`src/rtl/rtc_time_counter_pkg.sv`:
```
// Shared types and constants for the RTC time counter.
// Field widths, wrap limits and the packed time struct.
package rtc_pkg;

  localparam int SEC_W  = 6;
  localparam int MIN_W  = 6;
  localparam int HOUR_W = 5;

  localparam logic [SEC_W-1:0] SEC_MAX = 6'd59;
  localparam logic [MIN_W-1:0] MIN_MAX = 6'd59;

  typedef struct packed {
    logic [HOUR_W-1:0] hour;
    logic [MIN_W-1:0]  min;
    logic [SEC_W-1:0]  sec;
  } rtc_time_t;

endpackage

```
`src/rtl/rtc_time_counter_if.sv`:
```
// Load and time/tick bus of the RTC time counter.
// Alarm signals exist only when RTC_ALARM_EN is defined.
interface rtc_time_counter_if;
  import rtc_pkg::*;

  logic              set_valid;
  logic [SEC_W-1:0]  set_sec;
  logic [MIN_W-1:0]  set_min;
  logic [HOUR_W-1:0] set_hour;
  logic [SEC_W-1:0]  sec;
  logic [MIN_W-1:0]  min;
  logic [HOUR_W-1:0] hour;
  logic              sec_tick;
  logic              min_tick;
  logic              day_tick;
  logic              set_err;
`ifdef RTC_ALARM_EN
  logic [MIN_W-1:0]  alarm_min;
  logic [HOUR_W-1:0] alarm_hour;
  logic              alarm;
`endif

  modport master (
    output set_valid, set_sec, set_min, set_hour,
`ifdef RTC_ALARM_EN
    output alarm_min, alarm_hour,
    input  alarm,
`endif
    input  sec, min, hour,
    input  sec_tick, min_tick, day_tick, set_err
  );

  modport slave (
    input  set_valid, set_sec, set_min, set_hour,
`ifdef RTC_ALARM_EN
    input  alarm_min, alarm_hour,
    output alarm,
`endif
    output sec, min, hour,
    output sec_tick, min_tick, day_tick, set_err
  );

endinterface

```
`src/rtl/rtc_prescaler.sv`:
```
// Divides the system clock to a one-cycle strobe every TICK_DIV
// cycles; holds while run_en is low, clear restarts from 0.
module rtc_prescaler #(
  parameter int TICK_DIV = 65536
) (
  input  logic clock,
  input  logic reset,
  input  logic run_en,
  input  logic clear,
  output logic strobe
);

  localparam int W = $clog2(TICK_DIV);
  localparam logic [W-1:0] LAST = W'(TICK_DIV - 1);

  logic [W-1:0] cnt;

  assign strobe = (cnt == LAST) && run_en;

  always_ff @(posedge clock or negedge reset) begin
    if (!reset) begin
      cnt <= '0;
    end else if (clear) begin
      cnt <= '0;
    end else if (run_en) begin
      cnt <= (cnt == LAST) ? '0 : cnt + 1'b1;
    end
  end

endmodule

```
`src/rtl/rtc_time_counter.sv`:
```
// Binary hh:mm:ss real-time clock with load, run/hold and ticks.
// Optional alarm comparator: define RTC_ALARM_EN.
module rtc_time_counter
  import rtc_pkg::*;
#(
  parameter int TICK_DIV      = 65536,
  parameter int HOURS_PER_DAY = 24
) (
  input  logic                clock,
  input  logic                reset,
  input  logic                run_en,
  rtc_time_counter_if.slave   bus
);

  localparam logic [HOUR_W-1:0] HOUR_LAST =
    HOUR_W'(HOURS_PER_DAY - 1);
  localparam logic [HOUR_W:0] HOUR_LIM =
    (HOUR_W + 1)'(HOURS_PER_DAY);

  rtc_time_t cur;
  rtc_time_t nxt;
  logic      strobe;
  logic      load_ok;
  logic      adv;
  logic      sec_wrap;
  logic      min_wrap;
  logic      hour_wrap;
  logic      sec_tick_q;
  logic      min_tick_q;
  logic      day_tick_q;
  logic      set_err_q;

  assign load_ok = bus.set_valid
                && (bus.set_sec <= SEC_MAX)
                && (bus.set_min <= MIN_MAX)
                && ({1'b0, bus.set_hour} < HOUR_LIM);

  // A rejected load freezes the prescaler for that cycle.
  rtc_prescaler #(
    .TICK_DIV (TICK_DIV)
  ) u_prescaler (
    .clock  (clock),
    .reset  (reset),
    .run_en (run_en & ~bus.set_valid),
    .clear  (load_ok),
    .strobe (strobe)
  );

  assign adv       = strobe & ~bus.set_valid;
  assign sec_wrap  = (cur.sec == SEC_MAX);
  assign min_wrap  = sec_wrap && (cur.min == MIN_MAX);
  assign hour_wrap = min_wrap && (cur.hour == HOUR_LAST);

  always_comb begin
    nxt = cur;
    unique case (1'b1)
      load_ok: begin
        nxt.sec  = bus.set_sec;
        nxt.min  = bus.set_min;
        nxt.hour = bus.set_hour;
      end
      adv: begin
        nxt.sec = sec_wrap ? '0 : cur.sec + 1'b1;
        if (sec_wrap)
          nxt.min = min_wrap ? '0 : cur.min + 1'b1;
        if (min_wrap)
          nxt.hour = hour_wrap ? '0 : cur.hour + 1'b1;
      end
      default: ;
    endcase
  end

  always_ff @(posedge clock or negedge reset) begin
    if (!reset) begin
      cur        <= '0;
      sec_tick_q <= 1'b0;
      min_tick_q <= 1'b0;
      day_tick_q <= 1'b0;
      set_err_q  <= 1'b0;
    end else begin
      cur        <= nxt;
      sec_tick_q <= adv;
      min_tick_q <= adv && sec_wrap;
      day_tick_q <= adv && hour_wrap;
      set_err_q  <= bus.set_valid && !load_ok;
    end
  end

  assign bus.sec      = cur.sec;
  assign bus.min      = cur.min;
  assign bus.hour     = cur.hour;
  assign bus.sec_tick = sec_tick_q;
  assign bus.min_tick = min_tick_q;
  assign bus.day_tick = day_tick_q;
  assign bus.set_err  = set_err_q;

`ifdef RTC_ALARM_EN
  logic alarm_q;

  always_ff @(posedge clock or negedge reset) begin
    if (!reset) begin
      alarm_q <= 1'b0;
    end else begin
      alarm_q <= adv && sec_wrap
              && (nxt.min == bus.alarm_min)
              && (nxt.hour == bus.alarm_hour);
    end
  end

  assign bus.alarm = alarm_q;
`endif

endmodule

```
`src/flat_wrapper.sv`:
```
// flat-port wrapper written by rule: the top's interface ports become plain ports
module rtc_time_counter_flat import rtc_pkg::*;
#(
  parameter int TICK_DIV      = 65536,
  parameter int HOURS_PER_DAY = 24
)
  (clock, reset, run_en, bus_set_valid, bus_set_sec, bus_set_min, bus_set_hour, bus_sec, bus_min, bus_hour, bus_sec_tick, bus_min_tick, bus_day_tick, bus_set_err);
  rtc_time_counter_if bus_i ();
  input  logic clock;
  input  logic reset;
  input  logic run_en;
  input wire logic [$bits(bus_i.set_valid)-1:0] bus_set_valid;
  input wire logic [$bits(bus_i.set_sec)-1:0] bus_set_sec;
  input wire logic [$bits(bus_i.set_min)-1:0] bus_set_min;
  input wire logic [$bits(bus_i.set_hour)-1:0] bus_set_hour;
  output wire logic [$bits(bus_i.sec)-1:0] bus_sec;
  output wire logic [$bits(bus_i.min)-1:0] bus_min;
  output wire logic [$bits(bus_i.hour)-1:0] bus_hour;
  output wire logic [$bits(bus_i.sec_tick)-1:0] bus_sec_tick;
  output wire logic [$bits(bus_i.min_tick)-1:0] bus_min_tick;
  output wire logic [$bits(bus_i.day_tick)-1:0] bus_day_tick;
  output wire logic [$bits(bus_i.set_err)-1:0] bus_set_err;
  assign bus_i.set_valid = bus_set_valid;
  assign bus_i.set_sec = bus_set_sec;
  assign bus_i.set_min = bus_set_min;
  assign bus_i.set_hour = bus_set_hour;
  assign bus_sec = bus_i.sec;
  assign bus_min = bus_i.min;
  assign bus_hour = bus_i.hour;
  assign bus_sec_tick = bus_i.sec_tick;
  assign bus_min_tick = bus_i.min_tick;
  assign bus_day_tick = bus_i.day_tick;
  assign bus_set_err = bus_i.set_err;
  rtc_time_counter #(.TICK_DIV(TICK_DIV), .HOURS_PER_DAY(HOURS_PER_DAY)) u_core (.clock(clock), .reset(reset), .run_en(run_en), .bus(bus_i));
endmodule
```
`config.mk`:
```
export PLATFORM = sky130hd
export DESIGN_NAME = rtc_time_counter_flat
export DESIGN_NICKNAME = d
export VERILOG_FILES = /design/src/rtl/rtc_time_counter_pkg.sv /design/src/rtl/rtc_time_counter_if.sv /design/src/rtl/rtc_prescaler.sv /design/src/rtl/rtc_time_counter.sv /design/src/flat_wrapper.sv
export SDC_FILE = /design/constraint.sdc
export NUM_CORES = 1
export LEC_CHECK = 0
export BUFFER_PORTS_ARGS = -buffer_cell sky130_fd_sc_hd__buf_2
export CAP_MARGIN = 10
export CORE_MARGIN = 5
export CORE_UTILIZATION = 57
export CTS_BUF_LIST = sky130_fd_sc_hd__clkbuf_4
export DETAILED_ROUTE_END_ITERATION = 8
export PLACE_DENSITY = 0.91
export SLEW_MARGIN = 20
export SYNTH_ARGS = -nofsm -noshare
export SYNTH_HDL_FRONTEND = slang
export SYNTH_SLANG_ARGS = --single-unit
```
`constraint.sdc`:
```
create_clock -name clock -period 2.7 [get_ports clock]
set_clock_uncertainty 0.1 [all_clocks]
set_input_delay 0 -clock clock [delete_from_list [all_inputs] [get_ports clock]]
set_output_delay 0 -clock clock [all_outputs]
set_load 0.1 [all_outputs]
```
==> flow_summary_export.csv <==
group,metric,value,unit
run_status,outcome,"complete, no violations",
synth,ys_seq_area_frac,0.415,
grt,grt_pass1_vias,2217,
synth,ys_top_cells_by_count,"dfrtp_1 (37), nor2_1 (25), nand2_1 (21)",
synth,async_flop_share,1.00,
sta,slew-limit-headroom,0.444,
cells_and_area,drive_gt1_frac,0.245,
cells_and_area,n_fill_cell,262,
placed_design,gp_congestion,0.955,
floorplan,initial_utilization,0.601,
job,maxCapViolCount,0,
floorplan,die-area,5270,µm²
sta,whs,0.0334,ns
synth,ys.warnings.count,0,
clock_network,cts_sinks,37,
synth,avgSynthCellArea,9.59,µm²
setup_path,critPathKind,"register to register",
grt,grt.overflow.total,0,
setup_path,required,2.85,ns
sta,setup_viol,0,
hold_path,hp-class,"primary input to register",
setup_path,critPathMaxFanout,7,
cells_and_area,areaGrowthSynthToFinish,21.1,%
routing,post_drt_wl_per_cell,18.2,µm
floorplan,die_h,72.6,µm
sta,period_minus_slack,2.37,ns
floorplan,core,3720,µm²
sta,worst_slack,0.325,ns
sta,hold_viol_final,0,
synth,synthCells,233,
routing,ant_nets,0,
pwr,power_density,547,nW/µm²
routing,post_drt_via_cell_ratio,6.32,
routing,drcViolationCount,0,
clock_network,clockBufferDepth,2,
pwr,finalPower,0.00148,W
routing,wl,6210,µm
sta,tns,0,ns
setup_path,arrival,2.53,ns
synth,ys_seq_elements,37,
floorplan,dieWidth,72.6,µm
pwr,peakVddDrop,0.293,mV
synth,synth-edff-count,0,
synth,synth_flop_cell,"dfrtp_1",
grt,grt_max_degree,38,
placed_design,port_buffers,41,
synth,yosysMostFrequentCell,"dfrtp_1",
clock_network,cts_tree,"done",
cells_and_area,finalInstanceArea,2710,µm²
clock_network,clk_latency,0.35,ns
sta,drv_slew,0,
synth,syn_area,2230,µm²
clock_network,clkTransAtPathRegs,0.12,ns
synth,mappedNetlistNets,258,
grt,antenna_found_initial,0,
clock_network,hold_buffers,19,
clock_network,cts_made_buffers,5,
cells_and_area,diodes,0,
clock_network,post_cts_buffers,0,
grt,grt_pass1_wl,10600,µm
sta,fmax,421,MHz
clock_network,htree_levels,2,
placed_design,dp_slack,0.427,ns
clock_network,root_buffer,"clkbuf_4",
clock_network,cts_resized,0,
synth,synth_top_area_frac,0.415,
synth,synth.distinct_cells,53,
sta,rsz0062_at_grt,"false",
cells_and_area,nets,318,
placed_design,dpl-instance-area,2460,µm²
routing,first_iter_violations,203,
pwr,p_leak,1.17,nW
grt,track_usage,0.256,
floorplan,ios,42,
synth,synth_area_leaders,"dfrtp_1 (41%), nor2_1 (4.2%), a2111oi_4 (3.7%), nand2_1 (3.5%), xnor2_1 (3.1%)",
sta,period_share,0.880,
sta,tightest_slew,0.834,ns
floorplan,rows,22,
routing,firstDrtPassIters,5,
setup_path,critPathLaunchType,"register",
synth,yosys.area.top_type,"dfrtp_1",
placed_design,dp_hpwl,4010,µm
routing,via_count,2162,
setup_path,cp-end-kind,"register",
## cell type report
type / count / area, µm² / share of cell area
multi-input combinational: 179 / 1220 / 0.450
sequential: 37 / 926 / 0.342
timing repair buffer: 64 / 425 / 0.157
tap: 48 / 60.1 / 0.0222
clock buffer: 6 / 45.0 / 0.0167
inverter: 6 / 22.5 / 0.00833
clock inverter: 2 / 10.0 / 0.00370
## logic make-up after synthesis
group                      share of synthesized area
xor gates and xnor gates                      0.0510
AOI/OAI and AO/OA                              0.197
adders and majority gates                     0.0224
muxes                                         0.0190
buffers and inverters                         0.0409
and+or+nand+nor                                0.255
DFF                                            0.415
## final timing paths
path / start / end / slack [ns] / cells past startpoint
setup / recovery: u_core.u_prescaler.cnt[0]$_DFFE_PN0P_ / u_core.bus.min[3]$_DFFE_PN0P_ / 0.33 / 6
hold / removal: run_en / u_core.u_prescaler.cnt[1]$_DFFE_PN0P_ / 0.03 / 4
setup reg to reg: u_core.u_prescaler.cnt[0]$_DFFE_PN0P_ / u_core.bus.min[3]$_DFFE_PN0P_ / 0.33 / 6
hold reg to reg: u_core.bus.sec[1]$_DFFE_PN0P_ / u_core.bus.sec[1]$_DFFE_PN0P_ / 0.47 / 2
max in group asynchronous: reset / u_core.bus.sec[3]$_DFFE_PN0P_ / 1.78 / 2
min in group asynchronous: reset / u_core.u_prescaler.cnt[3]$_DFFE_PN0P_ / 0.18 / 2
## flip-flops by register name, summed over array words and instances (netlist names)
signal,count
u_core.bus.min,6
u_core.u_prescaler.cnt,16
u_core.bus.min_tick,1
u_core.bus.hour,5
u_core.bus.set_err,1
u_core.bus.sec,6
u_core.bus.day_tick,1
u_core.bus.sec_tick,1
## report_power, final
part / total, W / internal [W] / leakage (nW) / switching, W
clock network: 0.000299 / 0.000109 / 0.0354 / 0.000190
logic: 0.000525 / 0.000117 / 0.658 / 0.000407
registers: 0.000655 / 0.000596 / 0.478 / 0.0000590
## worst max-delay path, stage by stage, from the launching register on
cell	delay (ns)
dfrtp_1	0.42
ha_1	0.22
nand3b_1	0.14
nor3_1	0.33
and3_1	0.45
mux2_2	0.39
a22o_1	0.24
## per-layer routing
metal	track usage	wire, µm	up-vias	share of wire
li1	-	-	974	-
met1	0.306	2300	1017	0.37
met2	0.435	3060	129	0.49
met3	0.0413	493	42	0.079
met4	0.145	354	0	0.057
met5	0	0	-	0
## placed cells by master, fill, tap and decap left out, types with 3 or more instances in the layout
cell type / instances
nand4_1: 5
buf_2: 41
and3_1: 9
inv_1: 6
a31oi_1: 5
dlygate4sd3_1: 19
o31ai_1: 4
nor3_1: 3
nor2_1: 25
nand3_1: 11
nand2b_1: 3
a22o_1: 3
a22oi_1: 3
a2111oi_4: 3
clkbuf_4: 6
o211ai_1: 3
o21ai_0: 11
nand3_2: 3
nand2_1: 21
nor4_1: 3
xor2_1: 5
ha_1: 4
dfrtp_1: 37
xnor2_1: 8
buf_4: 4
a21oi_1: 11
## per-stage QoR
step	instances	utilization
after floorplan	233	-
after global placement	315	0.662
after detailed placement	315	0.662
after CTS	342	0.728
after global routing	342	0.728
final	342	0.728
No activity file was read; power rests on OpenSTA's default activity.
